`config.mk`:
```
export PLATFORM = sky130hd
export DESIGN_NAME = byte_bus_arbiter
export DESIGN_NICKNAME = d
export VERILOG_FILES = /design/src/rtl/byte_bus_arbiter_pkg.sv /design/src/rtl/mux2_1byte.sv /design/src/rtl/byte_bus_arbiter.sv
export SDC_FILE = /design/constraint.sdc
export NUM_CORES = 1
export LEC_CHECK = 0
export CORE_MARGIN = 1.5
export CORE_UTILIZATION = 40
export CTS_CLUSTER_SIZE = 14
export DETAILED_ROUTE_END_ITERATION = 7
export PLACE_DENSITY_LB_ADDON = 0.3
export SLEW_MARGIN = 20
export SYNTH_ARGS = -nofsm -noshare
export SYNTH_HDL_FRONTEND = slang
export SYNTH_HIERARCHICAL = 1
export SYNTH_SLANG_ARGS = --single-unit
```
`constraint.sdc`:
```
create_clock -name clk -period 2.2 [get_ports clk]
set_clock_uncertainty 0.2 [all_clocks]
set_input_delay 0.66 -clock clk [delete_from_list [all_inputs] [get_ports clk]]
set_output_delay 0.66 -clock clk [all_outputs]
set_load 0.005 [all_outputs]
```
`src/rtl/byte_bus_arbiter_pkg.sv`:
```
// Shared definitions for the two-requester byte bus arbiter: state encodings,
// bus width and the round-robin pick helper.
package byte_bus_arbiter_pkg;

  localparam int unsigned BUS_W = 8;

  typedef enum logic [1:0] {
    IDLE = 2'b00,
    OWN0 = 2'b01,
    OWN1 = 2'b10
  } arb_state_t;

  // Returns {any_winner, winner}; on a tie the requester other than ptr wins.
  function automatic logic [1:0] arb_pick(input logic r0, input logic r1, input logic ptr);
    logic [1:0] res;
    res = 2'b00;
    if (r0 && r1) begin
      res = {1'b1, ~ptr};
    end else if (r0) begin
      res = 2'b10;
    end else if (r1) begin
      res = 2'b11;
    end
    return res;
  endfunction

endpackage

```
`src/rtl/mux2_1byte.sv`:
```
// Plain 2:1 byte multiplexer used for the shared bus data path.
module mux2_1byte #(
  parameter int unsigned W = 8
) (
  input  logic [W-1:0] d0,
  input  logic [W-1:0] d1,
  input  logic         sel,
  output logic [W-1:0] y
);

  assign y = sel ? d1 : d0;

endmodule

```
`src/rtl/byte_bus_arbiter.sv`:
```
// Round-robin arbiter sharing one byte bus between two requesters, with burst
// hold and an optional per-grant beat limit.
module byte_bus_arbiter
  import byte_bus_arbiter_pkg::*;
#(
  parameter int unsigned MAX_BURST = 8,
  parameter int unsigned DATA_W    = BUS_W
) (
  input  logic              clk,
  input  logic              reset_n,
  input  logic              req0,
  input  logic [DATA_W-1:0] data0,
  input  logic              last0,
  input  logic              req1,
  input  logic [DATA_W-1:0] data1,
  input  logic              last1,
  input  logic              bus_ready,
  output logic              gnt0,
  output logic              gnt1,
  output logic              sel,
  output logic [DATA_W-1:0] bus_data,
  output logic              bus_valid
);

  localparam logic [8:0] LIMIT = 9'(MAX_BURST);

  arb_state_t state_q, state_d;
  logic       sel_q, sel_d;
  logic       ptr_q, ptr_d;
  logic [7:0] cnt_q, cnt_d;
  logic       beat;
  logic       at_limit;
  logic       rearb;
  logic       r0, r1;
  logic [1:0] pick;

  assign gnt0      = (state_q == OWN0);
  assign gnt1      = (state_q == OWN1);
  assign sel       = sel_q;
  assign bus_valid = (gnt0 & req0) | (gnt1 & req1);
  assign beat      = bus_valid & bus_ready;
  assign at_limit  = (LIMIT != '0) && (({1'b0, cnt_q} + 9'd1) == LIMIT);

  mux2_1byte #(
    .W(DATA_W)
  ) u_mux (
    .d0 (data0),
    .d1 (data1),
    .sel(sel_q),
    .y  (bus_data)
  );

  always_ff @(posedge clk) begin
    if (!reset_n) begin
      state_q <= IDLE;
      sel_q   <= 1'b0;
      ptr_q   <= 1'b1;
      cnt_q   <= '0;
    end else begin
      state_q <= state_d;
      sel_q   <= sel_d;
      ptr_q   <= ptr_d;
      cnt_q   <= cnt_d;
    end
  end

  // Release re-runs arbitration in the same cycle so handover has no IDLE bubble;
  // a finished or withdrawn owner is masked out, a limit-hit owner is not.
  always_comb begin
    state_d = state_q;
    sel_d   = sel_q;
    ptr_d   = ptr_q;
    cnt_d   = cnt_q;
    rearb   = 1'b0;
    r0      = req0;
    r1      = req1;
    case (state_q)
      IDLE: rearb = 1'b1;
      OWN0: begin
        if (!req0 || (beat && last0)) begin
          rearb = 1'b1;
          r0    = 1'b0;
        end else if (beat && at_limit) begin
          rearb = 1'b1;
        end else if (beat && (cnt_q != 8'hFF)) begin
          cnt_d = cnt_q + 8'd1;
        end
      end
      OWN1: begin
        if (!req1 || (beat && last1)) begin
          rearb = 1'b1;
          r1    = 1'b0;
        end else if (beat && at_limit) begin
          rearb = 1'b1;
        end else if (beat && (cnt_q != 8'hFF)) begin
          cnt_d = cnt_q + 8'd1;
        end
      end
      default: state_d = IDLE;
    endcase

    pick = arb_pick(r0, r1, ptr_q);
    if (rearb) begin
      if (pick[1]) begin
        state_d = pick[0] ? OWN1 : OWN0;
        sel_d   = pick[0];
        ptr_d   = pick[0];
        cnt_d   = '0;
      end else begin
        state_d = IDLE;
      end
    end
  end

endmodule
```
==> flow_summary.ini, run 1 <==
[run_status]
status = complete, but fails checks
violations = negative setup slack

[worst_setup_path]
start_kind = primary input
crit_buf_inv = 1
crit_type = in -> reg
cp-end-kind = flip-flop
rr_worst_depth = 10
critPathTopFamily = simple AND/OR/NAND/NOR gates
crit_required_ps = 2210
ff2ff_setup_slack_ps = 10
cp_max_fo = 7
cp_data_arrival_time_ps = 2280
slowest_stage = clkdlybuf4s50_1
path_cells = clkdlybuf4s50_1 -> nand3_2 -> nand3_2 -> a21oi_4 -> o2bb2ai_4 -> or4_1 -> nand3_1
r2r_start = cnt_q[1]
slowest_delay_ps = 550
timing.critical_path.mode_cell = nand3_2
crit_cells = 7
cp-startpoint = last0

[clocking]
clockRootBuffer = clkbuf_4
clkLatencyLatePin_ps = 270
cts_made_buffers = 3
htree_levels = 1
cts_sinks = 12
holdBufCountCts = 0
clkTransAtPathRegs_ps = 70
cts_tree = yes
clockBufferDepth = 2

[floorplan]
row_count = 18
ios = 35
die_y_microns = 54.9
start_util_pct = 42.7
fp.coreArea_sq_mm = 0.00252
die_width_microns = 54.9
die_area_sq_mm = 0.00301

[synth]
post_synth_num_cell_types = 44
synth.net_count = 156
yosysSeqAreaShare_pct = 22.3
ys_warn_count = 6
ys.flop_type = dfxtp_1
synthArstFlopShare_pct = 0
synthTopCellsByArea = dfxtp_1 22%, mux2_4 11%, ha_1 7.0%
synth_area_per_cell_sq_um = 8.48
synth-seq-cells = 12
synthCells = 127
netlist_area_sq_mm = 0.00108
synth_top_cell_by_area = dfxtp_1
netlist.area_leader.share_pct = 22.3
synth_edf_count = 0

[sta]
max-slew-margin-rel_pct = 81.3
fmax_mhz = 440
period_minus_slack_ps = 2270
min_period_over_period_pct = 103
setup_viol = 8
slew_violations = 0
tightest_slew_ps = 280
hold_viol = 0
setup_slack_ps = -71.1
rsz0062_at_grt = yes

[finish]
drive_above_1_share_pct = 51.3
finalNetCount = 230
most-common-layout-cells = 35 x buf_4, 19 x dlygate4sd2_1, 14 x buf_6
area_growth_pct = 79.7
fin_area_sq_mm = 0.00194
fill_cells = 172
insertedDiodeCount = 0
final_common_cell = buf_4
fin_util_pct = 76.7
multiInputGateArea_sq_um = 933
seq_area_sq_um = 256
instances_no_fill = 229

[placed_design]
hpwl_microns = 2400
portBuffers = 34
place_area_sq_mm = 0.00170
place.gp.congestion = 0.913
dp_cells = 222

[power_and_ir_drop]
peakVddDrop_uv = 541
p_clk_share_pct = 14.6
p_seq_share_pct = 27.5
switching_share_pct = 35.0
power_switching_uw = 324
pwr-share-comb_pct = 57.9
p_leak_uw = 0.000815
p_per_area_mw_per_mm2 = 478
internal_power_uw = 600

[drt]
num_vias = 1345
wirelength_microns = 3670
via_per_inst = 5.87
ant_nets = 0
drt-initial-drc-count = 42
firstDrtPassIters = 5
wl_per_cell_microns = 16.0
drc = 0

[global_route]
grt_max_degree = 11
grt_pass1_vias = 1164
antenna_found_initial = 0
track_usage_pct = 22.6
grt_pass1_wl_microns = 4930
overflow = 0

[worst_hold_path]
hold_path_class = reg -> reg
worstHoldStart = ptr_q
hold_depth = 2

[run]
drv_cap = 0
## cell families after synthesis
family	share of synthesized area [%]
fa+ha+maj	6.97
mux	14.2
flops	22.3
buf+inv	6.74
xor+xnor	1.63
simple gates	22.5
compound gates	25.7
## tightest hold or removal path: stages, from the launching register on
cell and delay (ps):
dfxtp_1 340, o31ai_1 70, nand3_1 60
## repair_timing
action,4_1_cts,5_1_grt
pin swaps,8,20
resized for setup,75,49
endpoints found under the setup margin,23,13
setup buffers,1,3
cloned,0,0
## power by group through the flow
stage	Sequential [uW]	Combinational [uW]	Clock, uW
floorplan	247	216	0
global placement	249	427	0
detailed placement	249	436	0
CTS	246	461	136
global route	256	576	141
finish	254	535	135
## final cells by class
class	instances	area share, %
Timing Repair Buffer	76	34.2
Multi-Input combinational cell	103	48.2
Inverter	5	1.23
Tap cell	30	1.94
Clock buffer	3	1.16
Sequential cell	12	13.3
## cell usage after synthesis (all sizes together) (2+ instances only)
| cell type | number |
|---|---|
| o21a | 2 |
| dfxtp | 12 |
| nand2b | 2 |
| nand3 | 7 |
| o21ai | 12 |
| nand4 | 4 |
| nand3b | 4 |
| a21boi | 2 |
| and3 | 3 |
| nor3 | 2 |
| inv | 5 |
| nand2 | 10 |
| buf | 7 |
| a21oi | 7 |
| mux2 | 10 |
| nor2 | 4 |
| a31oi | 4 |
| ha | 6 |
| o211ai | 2 |
| o2111ai | 3 |
## through the flow
stage          setup TNS [ps]  hold WS (ps)  power, uW  worst slack (ps)
2_1_floorplan               0           266        463              5.42
3_3_place_gp            -8880           303        676              -506
3_5_place_dp            -9120           304        685              -561
4_1_cts                     0           315        843              4.31
5_1_grt                  -820           371        974              -114
6_report                 -338           320        924             -71.1
## registers in the layout (all words and copies together) (netlist names)
name and cells:
cnt_q 8, state_q 2, ptr_q 1, sel 1
## final timing paths
check | to
max | ptr_q
min | ptr_q
max reg2reg | cnt_q[4]
min reg2reg | ptr_q
## metal layers
layer	up-vias	share of wire, %	track usage [%]
met4	0	2.5	8.13
met1	629	38	25.6
met2	71	50	41.5
met5	-	0	0
met3	11	9.0	4.57
li1	634	-	-
No activity file was read; power rests on OpenSTA's default activity.
==> run 2: changes to the inputs <==
Settings changed: CAP_MARGIN set to 10.
==> results of run 2 <==
Same layout as run 1: the final DEF is identical, and so are final timing and power.
==> run 3: changes to the inputs <==
Settings changed: CORE_ASPECT_RATIO set to 2, GPL_TIMING_DRIVEN set to 0.
==> run 3 against run 2 <==
  * The run still ends with negative setup slack left
  * Register-to-register slack got worse by 70 ps
  * Non-clock buffer count is 20 lower
  * Core utilization decreased by 3.5 points
  * Final area decreased by 2.8%
  * Combinational power hardly changed
  * Global-route usage grew 4.8 points
  * Sequential cell count did not move
  * Count of clock-buffer cells in the layout is 1 higher
  * Die area increased by 0.63%
  * Critical path depth is 2 lower
  * Sequential share of layout area grew 0.45 points
  * First-iteration DRC count is 69% higher
  * Highest routed layer unchanged
==> flow_summary.ini, run 3 (same netlist as run 1, synthesis figures left out) <==
[run_status]
status = complete, but fails checks
violations = negative setup slack

[clocking]
clockBufferDepth = 2
htree_levels = 1
clockRootBuffer = clkbuf_8
holdBufCountCts = 0
cts_sinks = 12
clkTransAtPathRegs_ps = 60
cts_made_buffers = 3
clkLatencyLatePin_ps = 250
cts_tree = yes

[finish]
final_common_cell = dlygate4sd2_1
largest_reg_flops = 8
most-common-layout-cells = 18 x dlygate4sd2_1, 15 x buf_6, 12 x buf_4
fill_cells = 185
insertedDiodeCount = 0
finalNetCount = 210
reg_top3 = cnt_q: 8 flops, state_q: 2 flops
area_growth_pct = 74.7
instances_no_fill = 208
drive_above_1_share_pct = 46.7
regMostFlops = cnt_q

[floorplan]
ios = 35
die_y_microns = 76.4
row_count = 26
die_width_microns = 39.7
start_util_pct = 41.9
die_area_sq_mm = 0.00303
fp.coreArea_sq_mm = 0.00257

[placed_design]
dp_cells = 189
place.gp.congestion = 0.887
dp_slack_ps = -864
portBuffers = 34
hpwl_microns = 2300

[global_route]
track_usage_pct = 27.4
grt_max_degree = 11
grt_pass1_vias = 1332
grt_pass1_wl_microns = 5990
antenna_found_initial = 0
overflow = 0

[power_and_ir_drop]
p_seq_share_pct = 24.2
internal_power_uw = 687
p_clk_share_pct = 24.6
p_leak_uw = 0.000785
peakVddDrop_uv = 508
pwr-share-comb_pct = 51.2
switching_share_pct = 34.2
p_per_area_mw_per_mm2 = 556
power_switching_uw = 358

[sta]
setup_slack_ps = -72.4
fmax_mhz = 440
hold_viol = 0
period_minus_slack_ps = 2270
rsz0062_at_grt = yes
slew_violations = 0
tightest_slew_ps = 337
max-slew-margin-rel_pct = 77.5
setup_viol = 11
min_period_over_period_pct = 103

[drt]
num_vias = 1296
via_per_inst = 6.23
ant_nets = 0
firstDrtPassIters = 4
drc = 0
wl_per_cell_microns = 18.8
drt-initial-drc-count = 71
wirelength_microns = 3910

[run]
drv_cap = 0

[worst_setup_path]
crit_required_ps = 1340
cp-end-kind = output pin
path_cells = inv_4 -> ha_4 -> buf_6 -> a22o_4 -> clkdlybuf4s15_1
start_kind = flip-flop
crit_type = reg -> out
slowest_stage = dfxtp_4
slowest_delay_ps = 390
cp_data_arrival_time_ps = 1410
cp_max_fo = 3

[worst_hold_path]
hold_path_class = reg -> reg
## run 3: cell count changes in the layout (fill, tap and decap cells not counted), sizes merged
cell / previous run / this run
buf: 51 / 30
dlygate4sd2: 19 / 18
clkdlybuf4s15: 0 / 2
dlymetal6s2s: 0 / 1
## run 3: worst max-delay path, delay by kind of cell, from the launching register on
family / cells / cell delay, ps
buffers and inverters: 3 / 360
adder cells (fa/ha/maj): 1 / 160
flip-flops: 1 / 390
AO/OA/AOI/OAI: 1 / 250
## run 3: cell type report
| class | count | area (sq um) | share of cell area [%] |
|---|---|---|---|
| flip-flops and latches | 12 | 258 | 13.7 |
| multi-input cells | 103 | 985 | 52.3 |
| inverters | 5 | 21.3 | 1.13 |
| plain buffers | 7 | 71.3 | 3.79 |
| well taps | 28 | 35.0 | 1.86 |
| repair buffers | 49 | 457 | 24.3 |
| clock buffers | 4 | 55.1 | 2.93 |
## run 3: worst paths after layout
check             slack, ps  cells after the start   endpoint       start
setup reg to reg        -60                     11   cnt_q[2]  state_q[1]
setup / recovery        -70                      5  bus_valid  state_q[1]
hold / removal          310                      2        sel         sel
hold reg to reg         310                      2        sel         sel
## run 3: power groups by stage
stage / Sequential [uW] / Combinational (uW) / Clock (uW)
after global routing: 256 / 571 / 266
after global placement: 250 / 356 / 0
final: 253 / 535 / 257
after detailed placement: 252 / 366 / 0
after floorplan: 247 / 216 / 0
after CTS: 253 / 496 / 254
## run 3: stage by stage
step	power, uW	hold WS (ps)	cell area [sq um]	setup TNS, ps	utilization [%]
floorplan	463	266	1090	0	-
global placement	606	293	1460	-12750	56.9
detailed placement	618	293	1460	-13140	56.9
CTS	1000	305	1730	-428	67.2
global route	1090	347	1880	-1330	73.2
finish	1050	306	1880	-469	73.2
## run 3: timing repair
action | in CTS | in global routing
resized for setup | 101 | 30
pin swaps | 14 | 10
buffers inserted | 9 | 5
setup endpoints to repair | 23 | 14
gates cloned | 1 | 0
endpoints found under the hold margin | 0 | 0
## run 3: layer usage
metal	part of all wire [%]	up-vias	track usage, %
met2	57	64	49.8
met5	0	-	0
met4	4.6	0	16.2
met3	5.9	17	4.08
li1	-	593	-
met1	32	622	25.2
